`src/rtl/pipe_ctrl_pkg.sv`:
```
// Shared definitions for the pipeline control unit:
// FSM state encodings and the NOP instruction word.
package pipe_ctrl_pkg;

    localparam logic [1:0] ST_RUN   = 2'd0;
    localparam logic [1:0] ST_FLUSH = 2'd1;
    localparam logic [1:0] ST_MC    = 2'd2;

    // addi x0, x0, 0
    localparam logic [31:0] INST_NOP = 32'h0000_0013;

endpackage

```
`src/rtl/pipe_ctrl_sat_cnt.sv`:
```
// Saturating up-counter used for the performance counters.
// Ports: clk, rst (async active-low), inc (count enable), cnt (value).
module pipe_ctrl_sat_cnt #(
    parameter int CNT_W = 32
) (
    input  logic             clk,
    input  logic             rst,
    input  logic             inc,
    output logic [CNT_W-1:0] cnt
);

    always_ff @(posedge clk or negedge rst) begin
        if (!rst) begin
            cnt <= '0;
        end else if (inc && (cnt != '1)) begin
            cnt <= cnt + 1'b1;
        end
    end

endmodule

```
`src/rtl/pipe_ctrl.sv`:
```
// Pipeline control: hold/flush flags for PC, IF/ID and ID/EX, resolving
// jumps, load-use hazards, multi-cycle EX stalls and stall timeouts.
// Ports: clk, rst (async active-low); EX jump request and target; load-use
// register addresses; multi-cycle start/done; jump, hold, flush, abort and
// timeout flags out; saturating stall and flush performance counters.
module pipe_ctrl
    import pipe_ctrl_pkg::*;
#(
    parameter int FLUSH_CYCLES = 1,
    parameter int MC_TIMEOUT   = 64,
    parameter int CNT_W        = 32
) (
    input  logic             clk,
    input  logic             rst,
    input  logic             jump_en_i,
    input  logic [31:0]      jump_addr_i,
    input  logic             ex_is_load_i,
    input  logic [4:0]       ex_rd_addr_i,
    input  logic [4:0]       id_rs1_addr_i,
    input  logic [4:0]       id_rs2_addr_i,
    input  logic             mc_start_i,
    input  logic             mc_done_i,
    output logic             jump_en_o,
    output logic [31:0]      jump_addr_o,
    output logic             hold_pc_o,
    output logic             hold_if_id_o,
    output logic             flush_if_id_o,
    output logic             flush_id_ex_o,
    output logic             mc_abort_o,
    output logic             mc_timeout_o,
    output logic [CNT_W-1:0] stall_cnt_o,
    output logic [CNT_W-1:0] flush_cnt_o
);

    logic [1:0] state, state_d;
    logic [2:0] fcnt, fcnt_d;
    logic [7:0] tcnt, tcnt_d;
    logic       to_set;
    logic       hazard;

    assign hazard = ex_is_load_i && (ex_rd_addr_i != 5'd0) &&
                    ((ex_rd_addr_i == id_rs1_addr_i) ||
                     (ex_rd_addr_i == id_rs2_addr_i));

    always_comb begin
        state_d       = state;
        fcnt_d        = fcnt;
        tcnt_d        = tcnt;
        to_set        = 1'b0;
        jump_en_o     = 1'b0;
        jump_addr_o   = '0;
        hold_pc_o     = 1'b0;
        hold_if_id_o  = 1'b0;
        flush_if_id_o = 1'b0;
        flush_id_ex_o = 1'b0;
        mc_abort_o    = 1'b0;
        // Flags are forced low while reset is held, even with live inputs.
        if (rst) begin
            if (jump_en_i) begin
                jump_en_o     = 1'b1;
                jump_addr_o   = jump_addr_i;
                flush_if_id_o = 1'b1;
                flush_id_ex_o = 1'b1;
                mc_abort_o    = (state == ST_MC) || mc_start_i;
                if (FLUSH_CYCLES > 1) begin
                    state_d = ST_FLUSH;
                    fcnt_d  = 3'(FLUSH_CYCLES - 1);
                end else begin
                    state_d = ST_RUN;
                end
            end else begin
                case (state)
                    ST_FLUSH: begin
                        flush_if_id_o = 1'b1;
                        flush_id_ex_o = 1'b1;
                        fcnt_d        = fcnt - 3'd1;
                        if (fcnt == 3'd1) begin
                            state_d = ST_RUN;
                        end
                    end
                    ST_MC: begin
                        // Done or timeout both release the pipeline this cycle.
                        if (mc_done_i) begin
                            state_d = ST_RUN;
                        end else if (tcnt == 8'(MC_TIMEOUT - 1)) begin
                            mc_abort_o = 1'b1;
                            to_set     = 1'b1;
                            state_d    = ST_RUN;
                        end else begin
                            hold_pc_o     = 1'b1;
                            hold_if_id_o  = 1'b1;
                            flush_id_ex_o = 1'b1;
                            tcnt_d        = tcnt + 8'd1;
                        end
                    end
                    default: begin
                        if (mc_start_i) begin
                            hold_pc_o     = 1'b1;
                            hold_if_id_o  = 1'b1;
                            flush_id_ex_o = 1'b1;
                            state_d       = ST_MC;
                            tcnt_d        = 8'd0;
                        end else if (hazard) begin
                            hold_pc_o     = 1'b1;
                            hold_if_id_o  = 1'b1;
                            flush_id_ex_o = 1'b1;
                        end
                    end
                endcase
            end
        end
    end

    always_ff @(posedge clk or negedge rst) begin
        if (!rst) begin
            state        <= ST_RUN;
            fcnt         <= 3'd0;
            tcnt         <= 8'd0;
            mc_timeout_o <= 1'b0;
        end else begin
            state <= state_d;
            fcnt  <= fcnt_d;
            tcnt  <= tcnt_d;
            if (to_set) begin
                mc_timeout_o <= 1'b1;
            end
        end
    end

    pipe_ctrl_sat_cnt #(.CNT_W(CNT_W)) u_stall_cnt (
        .clk (clk),
        .rst (rst),
        .inc (hold_pc_o),
        .cnt (stall_cnt_o)
    );

    pipe_ctrl_sat_cnt #(.CNT_W(CNT_W)) u_flush_cnt (
        .clk (clk),
        .rst (rst),
        .inc (jump_en_o),
        .cnt (flush_cnt_o)
    );

endmodule
```
`config.mk`:
```
export PLATFORM = sky130hd
export DESIGN_NAME = pipe_ctrl
export DESIGN_NICKNAME = d
export VERILOG_FILES = /design/src/rtl/pipe_ctrl_pkg.sv /design/src/rtl/pipe_ctrl_sat_cnt.sv /design/src/rtl/pipe_ctrl.sv
export SDC_FILE = /design/constraint.sdc
export NUM_CORES = 1
export LEC_CHECK = 0
export ABC_CLOCK_PERIOD_IN_PS = 1700
export BUFFER_PORTS_ARGS = -buffer_cell sky130_fd_sc_hd__buf_4
export CORE_MARGIN = 4
export CORE_UTILIZATION = 45
export DETAILED_ROUTE_END_ITERATION = 7
export PLACE_DENSITY = 0.75
export SYNTH_ARGS = -nofsm -noshare
export SYNTH_HDL_FRONTEND = slang
export SYNTH_SLANG_ARGS = --single-unit
```
`constraint.sdc`:
```
create_clock -name clk -period 1.7 [get_ports clk]
set_input_delay 0.085 -clock clk [delete_from_list [all_inputs] [get_ports clk]]
set_output_delay 0.085 -clock clk [all_outputs]
set_load 0.01 [all_outputs]
```
; Word level (Yosys, flattened, before mapping)
; Cells that the tools add are included.
[classes]
addsub = 4
mul = 0
div_mod_pow = 0
n_lt_le_gt_ge = 0
eq_ne = 12
shifts = 0
n_mux = 34
bitwise_logic = 2
reduce_logical = 12
[ops]
columns = op, n
row1 = adder 32 x 1 -> 32 bit (second input constant), 2
row2 = two-way mux 32 bit, 2
row3 = != test 32 bit (second input constant), 2
row4 = two-way mux 8 bit, 3
row5 = two-way mux 1 bit, 20
row6 = one-hot mux 8 bit (2 select lines), 1
row7 = == test 5 bit, 2
row8 = two-way mux 2 bit, 5
row9 = adder 8 x 1 -> 8 bit (second input constant), 1
row10 = == test 8 x 6 -> 1 bit (second input constant), 1
row11 = AND reduction 6 bit, 1
row12 = nonzero test 5 bit, 1
row13 = logical AND 1 bit, 4
row14 = != test 2 bit (second input constant), 2
row15 = != test 4 x 3 -> 1 bit (second input constant), 1
row16 = one-hot mux 1 bit (2 select lines), 2
row17 = one-hot mux 2 bit (2 select lines), 1
row18 = AND reduction 4 bit, 1
row19 = nonzero test 4 bit, 1
row20 = == test 3 x 1 -> 1 bit (second input constant), 1
row21 = != test 3 bit (second input constant), 1
row22 = AND reduction 3 bit, 1
row23 = subtractor 3 x 1 -> 3 bit (second input constant), 1
row24 = == test 2 x 1 -> 1 bit (second input constant), 1
row25 = other kinds (4), 6
[totals]
register_bits = 78
latch_bits = 0
mem_bits_rw = 0
romBits = 0
output_inout_bits = 103
mem_count = 0

; Depth between registers and ports, before layout
[logic_depth]
word_depth = 9
ltp_mapped = 8
depth_no_buf = 7

; Hierarchy
; A second synthesis with hierarchy kept.
[hier_totals]
cells_unflattened = 438
area_unflattened_um2 = 4324.1
[modules_own_cells]
columns = module, n_inst, cells_per_inst, area_each_um2, seq_area_each_um2
row1 = pipe_ctrl_sat_cnt at u_flush_cnt, 1, 151, 1624.1, 800.8
row2 = pipe_ctrl_sat_cnt at u_stall_cnt, 1, 153, 1617.8, 800.8
row3 = pipe_ctrl, 1, 134, 1082.3, 250.2

; Worst setup path after synthesis
; OpenSTA, ideal clock, no wires.
[synth_path]
path_type = reg2reg
startpoint = register u_stall_cnt.cnt[0]
endpoint = register u_stall_cnt.cnt[1]
setup_ns = 0.128
arrival_ns = 1.767
required_ns = 1.572
path_slack_ns = -0.195
stages_incl_launch_ff = 8
synth_period_minus_slack_ns = 1.895
cell_sequence = dfrtp_1 > ha_1 > and2_1 > nand4_2 > nor2_8 > nand3_4 > nand2_1 > mux2_1
[synth_via]
elab_chain_cells = 2
[synth_rtl]
columns = element, line_no
row1 = start: declaration, pipe_ctrl_sat_cnt.sv:9  ; output logic [CNT_W-1:0] cnt
row2 = start signal: assignment, pipe_ctrl_sat_cnt.sv:16  ; cnt <= cnt + 1'b1;
row3 = "parallel branches: the longest is 2 deep, another holds adder 32 x 1 -> 32 bit", -
; Several ways; the timed one is not identified.
; A chain may end at the register's enable or synchronous reset.

; Worst setup path after layout
[layout_path]
startpoint = register tcnt[5]
endpoint = output hold_if_id_o
[layout_via]
elab_chain_cells = 6
[layout_rtl]
columns = element, line_no
row1 = start: declaration, pipe_ctrl.sv:37  ; logic [7:0] tcnt, tcnt_d;
row2 = start signal: assignment, pipe_ctrl.sv:123  ; tcnt <= tcnt_d;
row3 = == test 8 x 6 -> 1 bit, pipe_ctrl.sv:85  ; end else if (tcnt == 8'(MC_TIMEOUT - 1)) begin
row4 = two-way mux 1 bit, pipe_ctrl.sv:85
row5 = two-way mux 1 bit, pipe_ctrl.sv:83  ; if (mc_done_i) begin
row6 = one-hot mux 1 bit (2 select lines), pipe_ctrl.sv:72  ; case (state)
row7 = two-way mux 1 bit, pipe_ctrl.sv:59  ; if (jump_en_i) begin
row8 = two-way mux 1 bit, pipe_ctrl.sv:58  ; if (rst) begin
row9 = end: declaration, pipe_ctrl.sv:26  ; output logic hold_if_id_o,
; No other way between the ends.

==> flow_summary_export.csv <==
group,metric,value,unit
placed_design,placed_area,0.00614,mm²
drt,dr.first_iter.drc_count,143,
yosys,synth.yosys.seq_area_share,43.9,%
yosys,async_reset_ff_share,100,%
final_layout,layout.nets,740,
drt,met3_wirelength,491,µm
sta,maxSlewHeadroom,35.3,%
drt,avgViaCountPerCell,5.26,
drt,top_layer,"met4",
worst_setup_path,path_class,"flip-flop to output pin",
placed_design,numPlacedInstances,759,
clocking,cts_buffer_depth,2,
yosys,synth_flop_cell,"dfrtp_1",
worst_setup_path,crit_path_end_kind,"output pin",
global_routing,track_usage,21.7,%
worst_setup_path,cp_data_required_time,1.62,ns
final_layout,fill_cells,621,
outcome,violations,"setup timing",
die,die_h,105,µm
drt,drt_pass1_iterations,4,
drt,dr_wl_met2,7000,µm
power,power_density,764,mW/mm²
final_layout,mostFrequentLayoutCells,"buf_4 (249), dfrtp_1 (70), and3_1 (44)",
yosys,synth-edff-count,0,
sta,rsz0062_at_grt,"true",
clocking,clkSinkCount,74,
outcome,status,"finished, violations left",
worst_setup_path,cp_max_fo,5,
placed_design,dp_hpwl,9170,µm
die,start_util,45.8,%
final_layout,final_cell_area,0.00700,mm²
sta,tns,-2.61,ns
worst_setup_path,cp-start-kind,"flip-flop",
sta,setup_violations,55,
yosys,synth.avg_cell_area,10.0,µm²
final_layout,syn_to_final_growth,66.0,%
yosys,yosys_register_bits,74,
final_layout,post_route_cells_drive_above_1_share,52.4,%
clocking,clk-insertion-delay-late,0.34,ns
sta,period_needed,1.83,ns
clocking,cts_buffers,9,
final_layout,multi_input_area,0.00259,mm²
final_layout,final_common_cell,"buf_4",
final_layout,seq_area,0.00186,mm²
yosys,syn_inst,421,
job,drv_cap,0,
die,ios,156,
final_layout,antenna_cells,0,
drt,drc,0,
drt,detail_route.wirelength.met1,5270,µm
hold_path,hp-class,"primary input to asynchronous set/reset pin",
yosys,synth_cell_types,52,
final_layout,fin_cells,800,
clocking,cts.clk_slew.worst_paths,0.08,ns
global_routing,grt_max_degree,93,
drt,wire_per_inst,16.1,µm
die,coreArea,0.00920,mm²
worst_setup_path,critPathArrivalTime,1.75,ns
sta,max_freq,546,MHz
placed_design,gp_congestion,0.819,
sta,timing.final.hold_violations,0,
die,fp.dieArea,0.0110,mm²
power,peakVddDrop,0.834,mV
yosys,netlist_area,0.00421,mm²
global_routing,grt_pass1_wl,19800,µm
drt,vias,4204,
die,die_x,105,µm
sta,period_share,108,%
drt,drtAntennaViolNets,0,
global_routing,antenna_found_initial,0,
sta,final.setup_skew,0.0133,ns
drt,drt-total-wl,12900,µm
global_routing,grt_overflow,0,
sta,slew_violations,0,
clocking,clock-root-buffer,"clkbuf_8",
clocking,cts_tree,"done",
die,rows,35,
sta,tightest_slew,0.970,ns
placed_design,portBuffers,155,
power,leakage,3.61,nW
global_routing,grt_pass1_vias,4200,
sta,setup_ws,-0.132,ns
clocking,htreeDepth,3,
yosys,syn-num-nets,477,
yosys,synth_warnings,0,
==> cells by family after synthesis <==
| group | synth area share, % |
|---|---|
| AO/OA/AOI/OAI | 4.99 |
| buffers and inverters | 2.55 |
| AND/OR/NAND/NOR | 31.0 |
| multiplexers | 1.07 |
| flip-flops | 43.9 |
| XOR/XNOR | 15.6 |
| adder cells (fa/ha/maj) | 0.891 |
==> sequential cells by signal, indices dropped and copies added (netlist names) <==
| register | count |
|---|---|
| u_stall_cnt.cnt | 32 |
| u_flush_cnt.cnt | 32 |
| state | 1 |
| tcnt | 8 |
| mc_timeout_o | 1 |
==> final timing paths <==
check                             startpoint  slack [ns]  depth (start not counted)                   to
worst min register to register  mc_timeout_o        0.48                          1         mc_timeout_o
max in group asynchronous                rst        0.97                          2  u_stall_cnt.cnt[12]
worst max register to register       tcnt[5]       -0.11                          8   u_stall_cnt.cnt[6]
worst max-delay path                 tcnt[5]       -0.13                          6         hold_if_id_o
worst min-delay path                     rst        0.07                          2  u_stall_cnt.cnt[10]
min in group clk                  mc_start_i        0.20                          3              tcnt[1]
==> layout make-up <==
class | instances | share of cell area, %
clock inverters | 6 | 1.86
inverters | 4 | 0.215
repair buffers | 270 | 30.6
flip-flops and latches | 74 | 26.5
well taps | 111 | 1.98
multi-input cells | 325 | 37.0
clock buffers | 10 | 1.82
==> cells in the mapped netlist (2+ instances only) <==
library cell  count  share of area [%]
a21oi_1           3               0.36
a22o_1            3               0.62
a31oi_1           2               0.30
and2_1            4               0.59
and3_1           45                6.7
and4_1           12                2.5
buf_2             2               0.24
buf_4             6                1.1
clkbuf_1         10               0.89
dfrtp_1          74                 44
ha_1              3               0.89
inv_1             4               0.36
mux2_1            2               0.53
mux2_2            2               0.53
nand2_1          35                3.1
nand3_1          34                4.0
nand3b_1          2               0.36
nand4_1          31                4.6
nor2_1           29                2.6
nor2b_1           2               0.30
nor3_1            7               0.83
o21ai_0           4               0.48
o21bai_4          2               0.89
or4_1             2               0.36
xnor2_1          49                 10
xor2_1           26                5.4
==> critical path, cell delays in order, from the launching register on <==
cell	delay, ns
dfrtp_1	0.39
and3_4	0.18
a41o_4	0.26
o21bai_4	0.12
o21bai_4	0.19
buf_6	0.16
buf_6	0.10
==> stage by stage <==
step / hold slack (ns) / utilization (%) / setup WS, ns / total power, mW
CTS: 0.0680 / 71.5 / -0.109 / 5.17
global placement: 0.0995 / 66.8 / -0.0666 / 3.28
floorplan: -0.211 / - / -0.0743 / 2.60
finish: 0.0710 / 76.1 / -0.132 / 5.35
detailed placement: 0.116 / 66.8 / -0.119 / 3.33
global route: 0.127 / 76.1 / -0.190 / 5.57
==> what timing repair did <==
item,4_1_cts,5_1_grt
hold buffers,1,0
pin swaps,19,43
cloned,0,2
endpoints found under the hold margin,16,0
resized for setup,15,70
buffers inserted,11,12
setup endpoints to repair,31,65
==> where the power goes <==
part | internal (mW) | switching, mW
Sequential | 1.91 | 0.120
Combinational | 0.849 | 0.677
Clock | 1.12 | 0.670
Total | 3.88 | 1.47
==> metal layers <==
layer	up-vias	GRT usage [%]
met5	-	0
met4	0	4.78
met3	13	3.95
met2	109	39.8
met1	2054	26.3
li1	2028	-
Power figures use the tool's default switching activity.
